[src/rtl/slave_out_port_burst.sv]
// Burst-capable serial slave output port: LSB-first words onto tx_data, stalls when upstream data is late.
// Optional even-parity cycle after each word when SLAVE_OUT_PARITY_EN is defined.
module slave_out_port_burst #(
  parameter int DATA_WIDTH = 8,
  parameter int BL_W       = 4,
  parameter int CNT_W      = 5
) (
  input  logic                  clk,
  input  logic                  reset,
  input  logic                  master_ready,
  input  logic                  data_ready,
  input  logic [DATA_WIDTH-1:0] datain,
  input  logic [BL_W-1:0]       burst_len,
  output logic                  datain_ack,
  output logic                  tx_data,
  output logic                  slave_valid,
  output logic                  slave_tx_done,
  output logic                  busy
);

`ifdef SLAVE_OUT_PARITY_EN
  localparam int LAST_I = DATA_WIDTH;
`else
  localparam int LAST_I = DATA_WIDTH - 1;
`endif
  // bit_cnt holds the index of the bit currently on the line; LAST marks the last-bit cycle
  localparam logic [CNT_W-1:0] LAST = LAST_I[CNT_W-1:0];

  typedef enum logic [1:0] {IDLE, TX, WAIT} state_t;

  state_t                state, state_nxt;
  logic [DATA_WIDTH-1:0] shreg, shreg_nxt;
  logic [BL_W-1:0]       words_left, words_left_nxt;
  logic [CNT_W-1:0]      bit_cnt, bit_cnt_nxt;
  logic                  tx_nxt, valid_nxt, done_nxt, ack_nxt, load;
`ifdef SLAVE_OUT_PARITY_EN
  logic                  par, par_nxt;
`endif

  always_comb begin
    state_nxt      = state;
    shreg_nxt      = shreg;
    words_left_nxt = words_left;
    bit_cnt_nxt    = bit_cnt;
    tx_nxt         = 1'b0;
    valid_nxt      = 1'b0;
    done_nxt       = 1'b0;
    ack_nxt        = 1'b0;
    load           = 1'b0;
`ifdef SLAVE_OUT_PARITY_EN
    par_nxt        = par;
`endif
    case (state)
      IDLE: begin
        if (data_ready && master_ready) begin
          load           = 1'b1;
          words_left_nxt = (burst_len == '0) ? '0 : burst_len - 1'b1;
        end
      end
      TX: begin
        if (bit_cnt != LAST) begin
          bit_cnt_nxt = bit_cnt + 1'b1;
          shreg_nxt   = shreg >> 1;
          valid_nxt   = 1'b1;
`ifdef SLAVE_OUT_PARITY_EN
          tx_nxt      = (bit_cnt == LAST - 1'b1) ? par : shreg[1];
`else
          tx_nxt      = shreg[1];
`endif
          done_nxt    = (bit_cnt_nxt == LAST) && (words_left == '0);
        end else if (words_left == '0) begin
          state_nxt = IDLE;
        end else if (data_ready) begin
          load           = 1'b1;
          words_left_nxt = words_left - 1'b1;
        end else begin
          state_nxt = WAIT;
        end
      end
      WAIT: begin
        if (data_ready) begin
          load           = 1'b1;
          words_left_nxt = words_left - 1'b1;
        end
      end
      default: state_nxt = IDLE;
    endcase

    // word capture is identical from IDLE, TX and WAIT
    if (load) begin
      state_nxt   = TX;
      shreg_nxt   = datain;
      bit_cnt_nxt = '0;
      tx_nxt      = datain[0];
      valid_nxt   = 1'b1;
      ack_nxt     = 1'b1;
`ifdef SLAVE_OUT_PARITY_EN
      par_nxt     = ^datain;
`endif
    end
  end

  always_ff @(posedge clk or negedge reset) begin
    if (!reset) begin
      state         <= IDLE;
      shreg         <= '0;
      words_left    <= '0;
      bit_cnt       <= '0;
      tx_data       <= 1'b0;
      slave_valid   <= 1'b0;
      slave_tx_done <= 1'b0;
      datain_ack    <= 1'b0;
      busy          <= 1'b0;
`ifdef SLAVE_OUT_PARITY_EN
      par           <= 1'b0;
`endif
    end else begin
      state         <= state_nxt;
      shreg         <= shreg_nxt;
      words_left    <= words_left_nxt;
      bit_cnt       <= bit_cnt_nxt;
      tx_data       <= tx_nxt;
      slave_valid   <= valid_nxt;
      slave_tx_done <= done_nxt;
      datain_ack    <= ack_nxt;
      busy          <= (state_nxt != IDLE);
`ifdef SLAVE_OUT_PARITY_EN
      par           <= par_nxt;
`endif
    end
  end

endmodule
[config.mk]
export PLATFORM = sky130hd
export DESIGN_NAME = slave_out_port_burst
export DESIGN_NICKNAME = d
export VERILOG_FILES = /design/src/rtl/slave_out_port_burst.sv
export SDC_FILE = /design/constraint.sdc
export NUM_CORES = 1
export LEC_CHECK = 0
export CORE_MARGIN = 2
export CORE_UTILIZATION = 53
export CTS_CLUSTER_DIAMETER = 50
export DETAILED_ROUTE_END_ITERATION = 6
export HOLD_SLACK_MARGIN = 0.03
export PLACE_DENSITY_LB_ADDON = 0.08
export SLEW_MARGIN = 20
export SYNTH_ARGS = -nofsm -noshare
export SYNTH_HDL_FRONTEND = slang
export SYNTH_SLANG_ARGS = --single-unit
[constraint.sdc]
create_clock -name clk -period 3.7 [get_ports clk]
set_input_delay 0.74 -clock clk [delete_from_list [all_inputs] [get_ports clk]]
set_output_delay 0.74 -clock clk [all_outputs]
set_load 0.01 [all_outputs]
==> results_dict.tcl, run 1 <==
set metrics [dict create \
    yosysUniqueCellTypes 50 \
    layout-drive-gt1-share 0.128 \
    seq_area_um2 576 \
    layout_common_cells "dfrtp_1 (23), clkdlybuf4s50_1 (19), inv_1 (17), o21ai_0 (14)" \
    die_h_um 57.6 \
    synth_ff_type "dfrtp_1" \
    cts_resized 0 \
    post_cts_buffers 0 \
    cpMaxStageDelayCell "a21oi_2" \
    critPathLaunchType "flip-flop" \
    rrSetupSlack_ns 1.00 \
    drc 0 \
    arrival_ns 2.91 \
    cts_made_buffers 3 \
    multiInputGateArea_um2 848 \
    hold_ws_ns 0.377 \
    cp_cell_sequence "ha_1 > nand4bb_1 > or3_1 > a21oi_2 > mux2_2" \
    worst_clock_skew_ns 0.000776 \
    fin_crit_ns 2.70 \
    avgViaCountPerCell 6.20 \
    die_area_um2 3320 \
    min_path_type "in -> async" \
    die_x_um 57.6 \
    clk_pin_slew_worst_paths_ns 0.13 \
    fillers 229 \
    finalCritPeriodShare 0.729 \
    clock.fmax_mhz 371 \
    drt_iter0_markers 53 \
    required_ns 3.91 \
    endpoint_kind "flip-flop" \
    rr_endpoint "shreg[4]" \
    layout_commonest_cell "dfrtp_1" \
    hold_violations 0 \
    numPortBuffers 20 \
    rows 19 \
    status "finished clean" \
    cts_tree "built" \
    vias 1301 \
    reg2reg_depth 5 \
    clk_path_buf_depth 2 \
    tns_ns 0 \
    overflow 0 \
    clockRootBuffer "clkbuf_4" \
    path_max_fanout 11 \
    place_congestion 0.849 \
    grt_pass1_vias 1215 \
    area_growth_pct 15.5 \
    synth-edff-count 0 \
    worstSetupStartpoint "bit_cnt[1]" \
    tightest_slew_ns 0.603 \
    final_nets 203 \
    ant_nets 0 \
    track_usage 0.199 \
    yosysSeqAreaShare 0.378 \
    synth_seq_cells 23 \
    syn_avg_cell_area_um2 9.58 \
    rr_startpoint "bit_cnt[1]" \
    criticalPathCategory "reg -> reg" \
    hold_buffers 0 \
    netlist_area_um2 1520 \
    pin_count 21 \
    rsz0062_at_grt "no" \
    drv_cap 0 \
    drv_slew 0 \
    wl_per_cell_um 15.4 \
    synth_fp_nets 182 \
    peakVddDrop_mv 0.518 \
    setup-violations-final 0 \
    synthArstFlopShare 1.00 \
    dp_hpwl_um 2350 \
    diodes 0 \
    powerDensity_nw_per_um2 703 \
    netlist_instances 159 \
    slowest_delay_ns 0.51 \
    start_util 0.557 \
    grt_pass1_wl_um 5280 \
    drt_pass1_iterations 4 \
    ys_warn_count 0 \
    antenna_found_initial 0 \
    crit_path_end "shreg[4]" \
    h-tree-depth 1 \
    slew_headroom 0.598 \
    drt-total-wl_um 3230 \
    clock_latency_ns 0.31 \
    grt_max_degree 24 \
    clkSinkCount 23 \
    core_um2 2730 \
    p_leak_nw 0.765 \
]
flip-flops by register name, summed over array words and instances (netlist names):
signal / cells
slave_tx_done: 1
slave_valid: 1
busy: 1
datain_ack: 1
shreg: 7
state: 2
tx_data: 1
bit_cnt: 5
words_left: 4
cell type report:
| class | instances | share of cell area |
|---|---|---|
| Timing Repair Buffer | 21 | 0.115 |
| Clock buffer | 4 | 0.0149 |
| Inverter | 18 | 0.0384 |
| Tap cell | 31 | 0.0220 |
| Sequential cell | 23 | 0.327 |
| Multi-Input combinational cell | 113 | 0.482 |
per-stage QoR:
step / power, mW / setup WS [ns] / utilization / instance area [µm²] / cells
after detailed placement: 1.12 / 0.752 / 0.636 / 1740 / 206
final: 1.24 / 1.00 / 0.643 / 1760 / 210
after global routing: 1.32 / 0.822 / 0.643 / 1760 / 210
after floorplan: 0.952 / 1.58 / - / 1520 / 159
after global placement: 1.09 / 0.791 / 0.636 / 1740 / 206
after CTS: 1.23 / 0.984 / 0.645 / 1760 / 210
how the worst min path moves through the flow:
stage,startpoint,endpoint,slack [ns],cells past startpoint
floorplan,reset,bit_cnt[0],0.44,0
global placement,shreg[4],shreg[4],0.48,1
detailed placement,shreg[6],shreg[6],0.50,1
CTS,shreg[4],shreg[4],0.53,1
global route,reset,state[1],0.40,1
finish,reset,busy,0.38,1
critical path: cells and delay by family, from the launching register on:
kind | cells | cell delay [ns]
and+or+nand+nor | 2 | 0.95
AOI/OAI and AO/OA | 1 | 0.51
DFF | 1 | 0.42
muxes | 1 | 0.40
adders and majority gates | 1 | 0.31
logic make-up after synthesis:
family	synth area share
XOR/XNOR	0.0173
AND/OR/NAND/NOR	0.185
AO/OA/AOI/OAI	0.219
flip-flops	0.378
multiplexers	0.0781
buffers and inverters	0.0649
adder cells (fa/ha/maj)	0.0575
power by group:
group / switching, mW / internal, mW / total, mW / leakage [nW]
clock network: 0.0779 / 0.0421 / 0.120 / 0.0150
logic: 0.330 / 0.340 / 0.670 / 0.465
registers: 0.0904 / 0.356 / 0.446 / 0.285
total: 0.498 / 0.738 / 1.24 / 0.765
cells in the mapped netlist (2+ instances only):
library cell   n  area share
dfrtp_1       23        0.38
inv_1         17       0.042
o21ai_0       14       0.046
nand2_1        8       0.020
nor2_1         8       0.020
ha_1           7       0.058
o32ai_1        6       0.035
mux2_4         5       0.049
a21oi_1        4       0.013
a31oi_1        4       0.016
nand3_1        4       0.013
nor3_1         4       0.013
or3_1          4       0.016
a211oi_1       3       0.015
mux2_2         3       0.022
o21a_1         3       0.015
a21oi_2        2       0.012
a22oi_1        2      0.0099
clkbuf_1       2      0.0049
o211ai_1       2      0.0099
o221ai_1       2       0.012
o22ai_1        2      0.0082
o41ai_1        2       0.012
xor2_1         2       0.012
routing by layer:
metal / vias to the layer above / part of all wire / GRT usage / wire length, µm
met3: 2 / 0.051 / 0.0272 / 164
met4: 0 / 0.0046 / 0.0598 / 15
met2: 43 / 0.49 / 0.338 / 1570
li1: 626 / - / - / -
met1: 630 / 0.46 / 0.263 / 1480
met5: - / 0 / 0 / 0
(Power assumes the default switching activity.)
==> run 2: changes to the inputs <==
==> constraint.sdc (replaced) <==
create_clock -name clk -period 2.8 [get_ports clk]
set_input_delay 0.56 -clock clk [delete_from_list [all_inputs] [get_ports clk]]
set_output_delay 0.56 -clock clk [all_outputs]
set_load 0.01 [all_outputs]
==> run 2 against run 1 <==
Global-route usage grew 1.6 points; register-to-register slack worse by 0.44 ns; via count shrank 2.1%; clock-buffer cell count stayed put; sequential cell count is the same; sequential power grew 33%; clock skew increased by 0.00063 ns; setup slack worse by 0.44 ns; combinational power increased by 33%; cell area is 1.6% higher; clock power grew 32%; largest power group unchanged.
==> results_dict.tcl, run 2 (same netlist as run 1, synthesis figures left out) <==
set metrics [dict create \
    largest_reg_flops 7 \
    p_sw_mw 0.663 \
    diodes 0 \
    comb_power_share 0.543 \
    p_int_mw 0.979 \
    final_nets 206 \
    avgViaCountPerCell 5.98 \
    drt-total-wl_um 3240 \
    placedInstanceArea_um2 1760 \
    clockRootBuffer "clkbuf_4" \
    die_x_um 57.6 \
    required_ns 3.01 \
    clkSinkCount 23 \
    wl_per_cell_um 15.2 \
    tightest_slew_ns 0.504 \
    min_path_type "reg -> reg" \
    pin_count 21 \
    arrival_ns 2.44 \
    cp_cell_sequence "ha_1 > nand4bb_1 > or3_1 > a21oi_2 > buf_4 > mux2_2" \
    h-tree-depth 1 \
    cts_tree "built" \
    vias 1274 \
    status "finished clean" \
    slowest_delay_ns 0.43 \
    fin_area_um2 1790 \
    p_leak_nw 0.779 \
    powerDensity_nw_per_um2 919 \
    regMostFlops "shreg" \
    grt_pass1_wl_um 5530 \
    core_um2 2730 \
    slew_headroom 0.662 \
    rows 19 \
    dp_hpwl_um 2420 \
    antenna_found_initial 0 \
    layout-drive-gt1-share 0.137 \
    critical_path_buf_inv_count 1 \
    layout_common_cells "dfrtp_1 (23), clkdlybuf4s50_1 (20), inv_1 (17), o21ai_0 (14)" \
    die_area_um2 3320 \
    peakVddDrop_mv 0.651 \
    rsz0062_at_grt "no" \
    worst_clock_skew_ns 0.00141 \
    hold_buffers 0 \
    criticalPathCategory "reg -> reg" \
    dpl.cell_count 209 \
    start_util 0.557 \
    critPathLaunchType "flip-flop" \
    fin_crit_ns 2.23 \
    setup-violations-final 0 \
    drt_pass1_iterations 4 \
    drv_cap 0 \
    hold_ws_ns 0.529 \
    clock.fmax_mhz 448 \
    clk_pin_slew_worst_paths_ns 0.13 \
    drc 0 \
    seq_power_share 0.361 \
    area_growth_pct 17.3 \
    cts_made_buffers 3 \
    utilization 0.654 \
    final_cells 213 \
    overflow 0 \
    endpoint_kind "flip-flop" \
    hold_violations 0 \
    track_usage 0.215 \
    numPortBuffers 20 \
    ant_nets 0 \
    path_max_fanout 12 \
    post_cts_buffers 0 \
    clock_latency_ns 0.31 \
    crit_family "simple AND/OR/NAND/NOR gates" \
    tns_ns 0 \
    die_h_um 57.6 \
    grt_max_degree 24 \
    layout_commonest_cell "dfrtp_1" \
    top_regs "shreg (7), bit_cnt (5), words_left (4)" \
    cts_resized 0 \
    switching_share 0.404 \
    clk_path_buf_depth 2 \
    place_congestion 0.814 \
    grt_pass1_vias 1249 \
    finalCritPeriodShare 0.798 \
    drv_slew 0 \
    pwr-share-clk 0.096 \
    cpMaxStageDelayCell "dfrtp_1" \
    drt_iter0_markers 44 \
]
run 2: changes by cell type in the layout (fill, tap and decap cells not counted):
cell,previous run,this run
clkdlybuf4s50_1,19,20
buf_4,1,4
buf_2,1,0
run 2: stage by stage:
step	setup WS, ns	power, mW
after floorplan	0.774	1.26
after global placement	0.467	1.45
after detailed placement	0.446	1.49
after CTS	0.572	1.65
after global routing	0.426	1.78
final	0.566	1.64
run 2: worst register-to-register path, cell delays in order (launching register included):
cell and delay (ns):
dfrtp_1 0.43, ha_1 0.30, nand4bb_1 0.30, or3_1 0.41, a21oi_2 0.12, buf_4 0.23
mux2_2 0.36
run 2: power groups by stage:
stage	sequential, mW	combinational [mW]	clock (mW)
2_1_floorplan	0.578	0.680	0
3_3_place_gp	0.587	0.860	0
3_5_place_dp	0.599	0.889	0
4_1_cts	0.592	0.894	0.163
5_1_grt	0.613	0.990	0.175
6_report	0.593	0.891	0.158
run 2: area by class of cell:
class                      instances  area (µm²)
sequential                        23         576
timing repair buffer              24         230
inverter                          18        67.6
clock buffer                       4        26.3
fill                             237         947
tap                               31        38.8
multi-input combinational        113         848
run 2: path summary, 6_finish.rpt:
| kind | end | start | slack, ns | cells past startpoint |
|---|---|---|---|---|
| max in group asynchronous | shreg[2] | reset | 2.00 | 2 |
| min reg2reg | shreg[5] | shreg[5] | 0.53 | 1 |
| max reg2reg | shreg[3] | bit_cnt[1] | 0.57 | 6 |
| min in group asynchronous | state[1] | reset | 0.58 | 2 |
| min | shreg[5] | shreg[5] | 0.53 | 1 |
| max | shreg[3] | bit_cnt[1] | 0.57 | 6 |
run 2: routing by layer:
layer  vias up  wire length [µm]  global-route usage
li1        634                 -                   -
met5         -                 0                   0
met4         0                17              0.0897
met2        27              1650               0.378
met3         2               124              0.0295
met1       611              1450               0.261
==> run 3: changes to the inputs <==
==> constraint.sdc (replaced) <==
create_clock -name clk -period 2.1 [get_ports clk]
set_input_delay 0.42 -clock clk [delete_from_list [all_inputs] [get_ports clk]]
set_output_delay 0.42 -clock clk [all_outputs]
set_load 0.01 [all_outputs]
==> run 3 against run 2 <==
Clock power up 33%; non-clock buffer count rose by 14; clock-buffer cell count did not move; setup slack got worse by 0.51 ns; wire length rose by 5.1%; first-iteration DRC count up 93%; cell area increased by 6.9%; fmax up 9.6%; combinational power up 52%; global-route usage is 0.90 points higher; total power is 43% higher; cell count is 6.6% higher; largest cell class unchanged.
==> results_dict.tcl, run 3 (same netlist as run 1, synthesis figures left out) <==
set metrics [dict create \
    status "finished clean" \
    clk_pin_slew_worst_paths_ns 0.13 \
    cpMaxStageDelayCell "or3_4" \
    worstSetupStartpoint "words_left[0]" \
    criticalPathCategory "reg -> reg" \
    seq_power_share 0.336 \
    min_path_type "in -> async" \
    critPathLaunchType "flip-flop" \
    die_area_um2 3320 \
    grt_max_degree 24 \
    path_max_fanout 8 \
    clkSinkCount 23 \
    fin_area_um2 1910 \
    track_usage 0.224 \
    layout-drive-gt1-share 0.209 \
    clock_latency_ns 0.32 \
    p_int_mw 1.43 \
    overflow 0 \
    drt_iter0_markers 85 \
    required_ns 2.31 \
    crit_cells 7 \
    switching_share 0.392 \
    clockRootBuffer "clkbuf_4" \
    worst_clock_skew_ns 0.00487 \
    numPortBuffers 20 \
    dp_hpwl_um 2520 \
    avgViaCountPerCell 5.92 \
    regMostFlops "shreg" \
    h-tree-depth 1 \
    pwr-share-clk 0.089 \
    rsz0062_at_grt "no" \
    fin_ws_ns 0.0610 \
    drv_slew 0 \
    arrival_ns 2.25 \
    reg2reg_depth 7 \
    rows 19 \
    grt_pass1_vias 1288 \
    die_x_um 57.6 \
    final_cells 227 \
    die_h_um 57.6 \
    top_regs "shreg (7), bit_cnt (5), words_left (4)" \
    clock.fmax_mhz 490 \
    powerDensity_nw_per_um2 1230 \
    dp_slack_ns -0.0511 \
    finalCritPeriodShare 0.971 \
    hold_violations 0 \
    diodes 0 \
    placedInstanceArea_um2 1870 \
    p_sw_mw 0.923 \
    place_congestion 0.852 \
    final_nets 220 \
    setup-violations-final 0 \
    fin_crit_ns 2.04 \
    slew_headroom 0.756 \
    pin_count 21 \
    drt-total-wl_um 3410 \
    grt_pass1_wl_um 5750 \
    cp_cell_sequence "inv_1 > ha_1 > nor3b_4 > or3_4 > a21oi_2 > buf_12 > mux2_2" \
    slowest_delay_ns 0.40 \
    vias 1343 \
    drc 0 \
    endpoint_kind "flip-flop" \
    ant_nets 0 \
    cts_tree "built" \
    start_util 0.557 \
    layout_common_cells "dfrtp_1 (22), clkdlybuf4s50_1 (20), inv_1 (17), buf_4 (17), o21ai_0 (14)" \
    comb_power_share 0.575 \
    wl_per_cell_um 15.0 \
    core_um2 2730 \
    rr_endpoint "shreg[3]" \
    p_leak_nw 0.853 \
    crit_family "simple AND/OR/NAND/NOR gates" \
    rrSetupSlack_ns 0.06 \
    largest_reg_flops 7 \
    drt_pass1_iterations 4 \
    cts_made_buffers 3 \
    critical_path_buf_inv_count 2 \
    finalPower_mw 2.35 \
    layout_commonest_cell "dfrtp_1" \
    rr_startpoint "words_left[0]" \
    dpl.cell_count 222 \
    antenna_found_initial 0 \
    tightest_slew_ns 0.365 \
    drv_cap 0 \
    area_growth_pct 25.5 \
    peakVddDrop_mv 0.881 \
    clk_path_buf_depth 2 \
    tns_ns 0 \
]
run 3: cell count changes in the layout (fill, tap and decap cells not counted):
cell,previous run,this run
dfrtp_2,0,1
buf_12,0,1
buf_4,4,17
dfrtp_1,23,22
or3_4,0,1
or3_1,4,3
run 3: power groups by stage:
stage               Sequential (mW)  Combinational (mW)  Clock (mW)
finish                        0.791                1.35       0.210
global route                  0.810                1.48       0.233
CTS                           0.784                1.33       0.214
detailed placement            0.794                1.33           0
global placement              0.782                1.29           0
floorplan                     0.771               0.907           0
run 3: how the worst max path moves through the flow:
stage                         end
floorplan           words_left[1]
detailed placement       shreg[4]
global placement         shreg[3]
CTS                      shreg[4]
global route             shreg[4]
finish                   shreg[3]
run 3: final cells by class:
cell class	count	area, µm²
inverters	18	67.6
repair buffers	38	348
clock buffers	4	26.3
flip-flops and latches	23	577
well taps	31	38.8
multi-input cells	113	853
fillers	213	823
run 3: timing repair:
item,in CTS,in global routing
setup buffers,0,1
hold buffers,0,0
setup endpoints to repair,0,8
resized for setup,0,2
run 3: metal layers:
layer / track usage / vias to the layer above / part of all wire
met3: 0.0295 / 5 / 0.030
met4: 0.106 / 0 / 0.013
met5: 0 / - / 0
met2: 0.370 / 24 / 0.51
li1: - / 660 / -
met1: 0.289 / 654 / 0.44
run 3: worst reg2reg max path, stage by stage (launching register included):
cell	delay [ns]
dfrtp_1	0.37
inv_1	0.07
ha_1	0.24
nor3b_4	0.19
or3_4	0.40
a21oi_2	0.19
buf_12	0.15
mux2_2	0.33
run 3: through the flow:
step                hold slack (ns)  utilization
global route                  0.461        0.699
detailed placement            0.487        0.684
finish                        0.434        0.699
floorplan                     0.124            -
CTS                           0.443        0.694
global placement              0.484        0.684
